$ cat src/rtl/sequence_pkg.sv
// rtl/sequence_pkg.sv - shared frame language constants and generator state enum
package sequence_pkg;

  // Frame language: HEAD, then BODY repeated rep times, then TAIL (MSB first)
  localparam logic [3:0] SEQ_HEAD = 4'b1100;
  localparam logic [1:0] SEQ_BODY = 2'b10;
  localparam logic [1:0] SEQ_TAIL = 2'b01;

  typedef enum logic [2:0] {
    IDLE,
    HEAD,
    BODY,
    TAIL,
    GAP
  } seq_state_t;

endpackage

$ cat src/rtl/seq_bit_counter.sv
// rtl/seq_bit_counter.sv - loadable down counter with zero flag
module seq_bit_counter #(
  parameter int W = 6
) (
  input  logic         i_clk,
  input  logic         i_rst,
  input  logic         i_load,
  input  logic [W-1:0] i_load_val,
  input  logic         i_dec,
  output logic [W-1:0] o_count,
  output logic         o_zero
);

  logic [W-1:0] r_count;

  // Load takes priority; decrement saturates at zero
  always_ff @(posedge i_clk) begin
    if (i_rst) begin
      r_count <= '0;
    end else if (i_load) begin
      r_count <= i_load_val;
    end else if (i_dec && (r_count != '0)) begin
      r_count <= r_count - W'(1);
    end
  end

  assign o_count = r_count;
  assign o_zero  = (r_count == '0);

endmodule

$ cat src/rtl/sliding_window_sequence_generator.sv
// rtl/sliding_window_sequence_generator.sv - emits 1100 (10)^rep 01 frames followed by idle gap
module sliding_window_sequence_generator
  import sequence_pkg::*;
#(
  parameter int RW      = 4,
  parameter int GAP_CYC = 2
) (
  input  logic          clk,
  input  logic          rst_n,
  input  logic          start,
  input  logic [RW-1:0] rep,
  output logic          out,
  output logic          valid,
  output logic          ready,
  output logic          done
);

  // Counter covers the longest body load as well as the gap length
  localparam int CW       = $clog2((2**RW) * 2 + 6 + GAP_CYC + 1);
  localparam int GAP_LOAD = (GAP_CYC > 0) ? GAP_CYC - 1 : 0;

  seq_state_t    r_state;
  seq_state_t    w_state_n;
  logic          r_out;
  logic          r_valid;
  logic          r_done;
  logic [RW-1:0] r_rep;
  logic          w_out_n;
  logic          w_valid_n;
  logic          w_done_n;
  logic          w_load;
  logic [CW-1:0] w_load_val;
  logic          w_dec;
  logic [CW-1:0] w_cnt;
  logic          w_zero;
  logic          w_accept;
  logic [1:0]    w_head_idx;
  logic [CW-1:0] w_body_load;

  // Counter holds bits remaining in the current state after this one
  seq_bit_counter #(.W(CW)) u_cnt (
    .i_clk      (clk),
    .i_rst      (rst_n),
    .i_load     (w_load),
    .i_load_val (w_load_val),
    .i_dec      (w_dec),
    .o_count    (w_cnt),
    .o_zero     (w_zero)
  );

  assign ready = (r_state == IDLE)
               || ((r_state == TAIL) && w_zero && (GAP_CYC == 0))
               || ((r_state == GAP) && w_zero);
  assign w_accept    = ready && start;
  assign w_head_idx  = 2'(w_cnt - CW'(1));
  assign w_body_load = CW'({r_rep, 1'b0}) - CW'(1);

  // Next-state and next registered outputs; launch overrides the ready cycles
  always_comb begin
    w_state_n  = r_state;
    w_out_n    = 1'b0;
    w_valid_n  = 1'b0;
    w_done_n   = 1'b0;
    w_load     = 1'b0;
    w_load_val = '0;
    w_dec      = 1'b0;
    case (r_state)
      HEAD: begin
        w_valid_n = 1'b1;
        if (!w_zero) begin
          w_dec   = 1'b1;
          w_out_n = SEQ_HEAD[w_head_idx];
        end else if (r_rep != '0) begin
          w_state_n  = BODY;
          w_load     = 1'b1;
          w_load_val = w_body_load;
          w_out_n    = SEQ_BODY[1];
        end else begin
          w_state_n  = TAIL;
          w_load     = 1'b1;
          w_load_val = CW'(1);
          w_out_n    = SEQ_TAIL[1];
        end
      end
      BODY: begin
        w_valid_n = 1'b1;
        if (!w_zero) begin
          w_dec   = 1'b1;
          w_out_n = SEQ_BODY[~w_cnt[0]];
        end else begin
          w_state_n  = TAIL;
          w_load     = 1'b1;
          w_load_val = CW'(1);
          w_out_n    = SEQ_TAIL[1];
        end
      end
      TAIL: begin
        if (!w_zero) begin
          w_dec     = 1'b1;
          w_out_n   = SEQ_TAIL[0];
          w_valid_n = 1'b1;
          w_done_n  = 1'b1;
        end else if (GAP_CYC > 0) begin
          w_state_n  = GAP;
          w_load     = 1'b1;
          w_load_val = CW'(GAP_LOAD);
        end else begin
          w_state_n = IDLE;
        end
      end
      GAP: begin
        if (!w_zero) begin
          w_dec = 1'b1;
        end else begin
          w_state_n = IDLE;
        end
      end
      default: begin
        w_state_n = IDLE;
      end
    endcase
    if (w_accept) begin
      w_state_n  = HEAD;
      w_load     = 1'b1;
      w_load_val = CW'(3);
      w_out_n    = SEQ_HEAD[3];
      w_valid_n  = 1'b1;
      w_done_n   = 1'b0;
    end
  end

  // State, output register and rep latch
  always_ff @(posedge clk) begin
    if (rst_n) begin
      r_state <= IDLE;
      r_out   <= 1'b0;
      r_valid <= 1'b0;
      r_done  <= 1'b0;
      r_rep   <= '0;
    end else begin
      r_state <= w_state_n;
      r_out   <= w_out_n;
      r_valid <= w_valid_n;
      r_done  <= w_done_n;
      if (w_accept) begin
        r_rep <= rep;
      end
    end
  end

  assign out   = r_out;
  assign valid = r_valid;
  assign done  = r_done;

endmodule
$ cat config.mk
export PLATFORM = sky130hd
export DESIGN_NAME = sliding_window_sequence_generator
export DESIGN_NICKNAME = d
export VERILOG_FILES = /design/src/rtl/sequence_pkg.sv /design/src/rtl/seq_bit_counter.sv /design/src/rtl/sliding_window_sequence_generator.sv
export SDC_FILE = /design/constraint.sdc
export NUM_CORES = 1
export LEC_CHECK = 0
export BUFFER_PORTS_ARGS = -buffer_cell sky130_fd_sc_hd__buf_2
export CAP_MARGIN = 5
export CORE_MARGIN = 4
export CORE_UTILIZATION = 51
export CTS_BUF_LIST = sky130_fd_sc_hd__clkbuf_4 sky130_fd_sc_hd__clkbuf_8 sky130_fd_sc_hd__clkbuf_16
export DETAILED_ROUTE_END_ITERATION = 6
export GPL_TIMING_DRIVEN = 0
export PLACE_DENSITY_LB_ADDON = 0.15
export SYNTH_ARGS = -nofsm -noshare
export SYNTH_HDL_FRONTEND = slang
export SYNTH_SLANG_ARGS = --single-unit
$ cat constraint.sdc
create_clock -name clk -period 1.9 [get_ports clk]
set_clock_uncertainty 0.2 [all_clocks]
set_input_delay 0 -clock clk [delete_from_list [all_inputs] [get_ports clk]]
set_output_delay 0 -clock clk [all_outputs]
set_load 0.05 [all_outputs]
==> metrics.yaml <==
status: "finished with violations"
violations: "setup timing"
critical_path.top_delay_family: "simple AND/OR/NAND/NOR gates"
ys_warn_count: 0
fmax_mhz: 507
grt_max_degree: 11
crit_buf_inv: 3
synth_nets: 137
timing.slew.headroom: 0.604
die_x_um: 52.8
io_buffers: 10
wl_per_cell_um: 18.1
synth.top_cell.area_share: 0.313
worst_path_largest_cell_delay_ns: 0.35
p_seq_frac: 0.204
grt_pass1_vias: 1175
ys_top_cells_by_area: "dfxtp_1 31%, a21oi_1 7.3%, nor2_1 3.7%"
ant_nets: 0
fin_ws_ns: -0.0723
crit_required_ns: 1.90
multi_input_area_um2: 771
synth_cell_types: 47
nFillCells: 138
clk_latency_ns: 0.30
cts_sinks: 16
clk_pin_slew_ns: 0.11
worst_pin_slew_ns: 0.592
dieArea_um2: 2790
yosysTopAreaCell: "dfxtp_1"
drive_above_1_share: 0.342
power.internal_uw: 1480
start_util: 0.562
core_um2: 1820
setup_viol: 2
numCtsBuffers: 3
pin_count: 11
ys_seq_area_frac: 0.313
fin_cells: 183
syn_avg_cell_area_um2: 7.93
reg2reg_slack_ns: -0.07
syn_to_final_growth_pct: 38.1
netSwitchingFraction: 0.487
crit_chain: "inv_2, ha_4, nor4b_4, buf_4, a211oi_4, buf_6, or3_1, and3_1"
period_minus_slack_ns: 1.97
htreeDepth: 1
pwr_density_cell_nw_per_um2: 2040
cap_violations: 0
leakage_uw: 0.000533
grt_use_met1: 0.303
slowest_stage: "dfxtp_2"
regArea_um2: 325
rsz0062_at_grt: "yes"
drtIter0Drc: 76
gp_congestion: 0.919
path_class: "flip-flop to flip-flop"
antenna_found_initial: 0
drc: 0
end_kind: "flip-flop"
combPwrFrac: 0.715
min_period_over_period: 1.04
grt_usage: 0.261
ys_seq_elements: 16
finalHoldViolations: 0
peakVddDrop_v: 0.00160
hold_path_startpoint: "start"
vias_per_cell: 6.57
grt.busiest_layer: "met2"
clk_path_buf_depth: 2
drv_slew: 0
holdCritPathClass: "primary input to flip-flop"
hpwl_um: 1960
cp_max_fo: 5
num_vias: 1202
nets: 167
r2r_end: "u_cnt.o_count[1]$_SDFFE_PP0P_"
cp-startpoint: "u_cnt.o_count[1]$_SDFFE_PP0P_"
dr.pass1.iters: 5
cts_root_buf: "clkbuf_4"
grt_pass1_wl_um: 5360
cts_tree: "yes"
row_count: 15
whs_path_depth: 4
holdWs_ns: 0.0194
drt-total-wl_um: 3310
placed_cells: 164
synth.cell_area_um2: 1020
clkPwrFrac: 0.081
die_h_um: 52.8
arrival_ns: 1.98
startpoint_type: "flip-flop"
holdPathEnd: "r_rep[3]$_SDFFE_PP0P_"
r2r_start: "u_cnt.o_count[1]$_SDFFE_PP0P_"
gr-total-overflow: 0
n_antenna_cell: 0
r2r_cells: 8
met3_usage: 0.0598
p_switching_uw: 1400
postSynthCellCount: 129
report.power.total_uw: 2880
met2_usage: 0.448
[how the worst max path moves through the flow]
stage                     cells past startpoint                            end  slack, ns
final                                         8  u_cnt.o_count[1]$_SDFFE_PP0P_      -0.07
after global routing                          5  u_cnt.o_count[1]$_SDFFE_PP0P_      -0.12
after CTS                                     8  u_cnt.o_count[1]$_SDFFE_PP0P_      0.004
after detailed placement                      6  u_cnt.o_count[3]$_SDFFE_PP0P_      -0.28
after global placement                        7  u_cnt.o_count[0]$_SDFFE_PP0P_      -0.24
after floorplan                               7  u_cnt.o_count[0]$_SDFFE_PP0P_      0.008
[state kept, by name (all words and copies together), names as in the netlist]
name           flops
u_cnt.o_count      6
r_rep              4
r_state            3
done               1
out                1
valid              1
[cells by family after synthesis]
family / count (synthesis) / synth area share
adder cells (fa/ha/maj): 1 / 0.0122
XOR/XNOR: 3 / 0.0257
buffers and inverters: 12 / 0.0477
AND/OR/NAND/NOR: 51 / 0.300
AO/OA/AOI/OAI: 46 / 0.302
flip-flops: 16 / 0.313
[Yosys cell counts, drive strengths merged]
cell type and instances:
a211oi 2, a21o 1, a21oi 15, a221o 1, a2bb2oi 2, a31oi 3, a32oi 2, and2 2
and3 2, buf 4, clkbuf 2, dfxtp 16, ha 1, inv 6, nand2 3, nand2b 2
nand3 6, nand3b 1, nand4 1, nor2 11, nor2b 2, nor3 7, nor3b 1, nor4b 4
o2111a 1, o2111ai 1, o211ai 2, o21a 1, o21ai 7, o21bai 1, o221ai 1, o22ai 2
o2bb2ai 1, o31ai 1, o32a 2, or2 2, or3 3, or3b 1, or4 2, or4b 1
xnor2 3
[routing by layer]
metal	routed length (um)	vias to the layer above	part of all wire
li1	-	552	-
met1	1370	559	0.41
met2	1620	73	0.49
met3	209	18	0.063
met4	111	0	0.033
met5	0	-	0
[power groups by stage]
stage | combinational [uW] | clock [uW] | sequential [uW]
5_1_grt | 2200 | 260 | 602
4_1_cts | 1750 | 238 | 573
6_report | 2060 | 234 | 589
2_1_floorplan | 1080 | 0 | 587
3_3_place_gp | 1400 | 0 | 551
3_5_place_dp | 1420 | 0 | 559
[final cells by class]
type                    instances  share of cell area
plain buffers                   6              0.0283
clock buffers                   4              0.0257
inverters                       6              0.0177
multi-input cells             101               0.545
flip-flops and latches         16               0.230
well taps                      25              0.0221
repair buffers                 25               0.131
[worst reg2reg max path, cell delays in order (launching register included)]
cell and delay (ns):
dfxtp_2 0.35, inv_2 0.07, ha_4 0.14, nor4b_4 0.26
buf_4 0.18, a211oi_4 0.06, buf_6 0.14, or3_1 0.31
and3_1 0.17
[metrics by stage]
stage | utilization | setup WS (ns) | TNS [ns] | cell area, um2
2_1_floorplan | - | 0.00826 | 0 | 1030
6_report | 0.777 | -0.0723 | -0.103 | 1410
4_1_cts | 0.729 | 0.00375 | 0 | 1330
3_5_place_dp | 0.610 | -0.278 | -2.97 | 1110
3_3_place_gp | 0.610 | -0.239 | -2.29 | 1110
5_1_grt | 0.777 | -0.116 | -0.562 | 1410
[cell usage in the layout, fill, tap and decap left out, types with 2 or more instances in the layout]
cell | netlist | layout
o21ai_0 | 6 | 5
buf_2 | 3 | 11
a31oi_1 | 3 | 3
clkbuf_4 | 0 | 5
or3_1 | 3 | 3
nor3_2 | 0 | 2
and2_1 | 2 | 2
inv_1 | 6 | 4
nand3_1 | 6 | 6
dfxtp_1 | 16 | 14
or4_1 | 2 | 2
xnor2_1 | 3 | 3
o32a_1 | 2 | 2
nor2_1 | 10 | 8
nor2_2 | 1 | 2
buf_4 | 0 | 9
o211ai_1 | 2 | 2
a21oi_1 | 15 | 13
nand2b_1 | 2 | 2
buf_6 | 0 | 3
a2bb2oi_1 | 2 | 2
nor3_1 | 7 | 5
nor4b_2 | 1 | 2
and3_1 | 2 | 2
nand2_1 | 3 | 3
dlygate4sd3_1 | 0 | 5
nor2b_1 | 2 | 2
[repair_timing]
item | in CTS | in global routing
endpoints found under the setup margin | 16 | 12
hold buffers | 5 | 0
gates resized for setup | 21 | 15
hold endpoints to repair | 10 | 0
setup buffers | 6 | 4
pin swaps | 3 | 5
No activity file was read; power rests on OpenSTA's default activity.
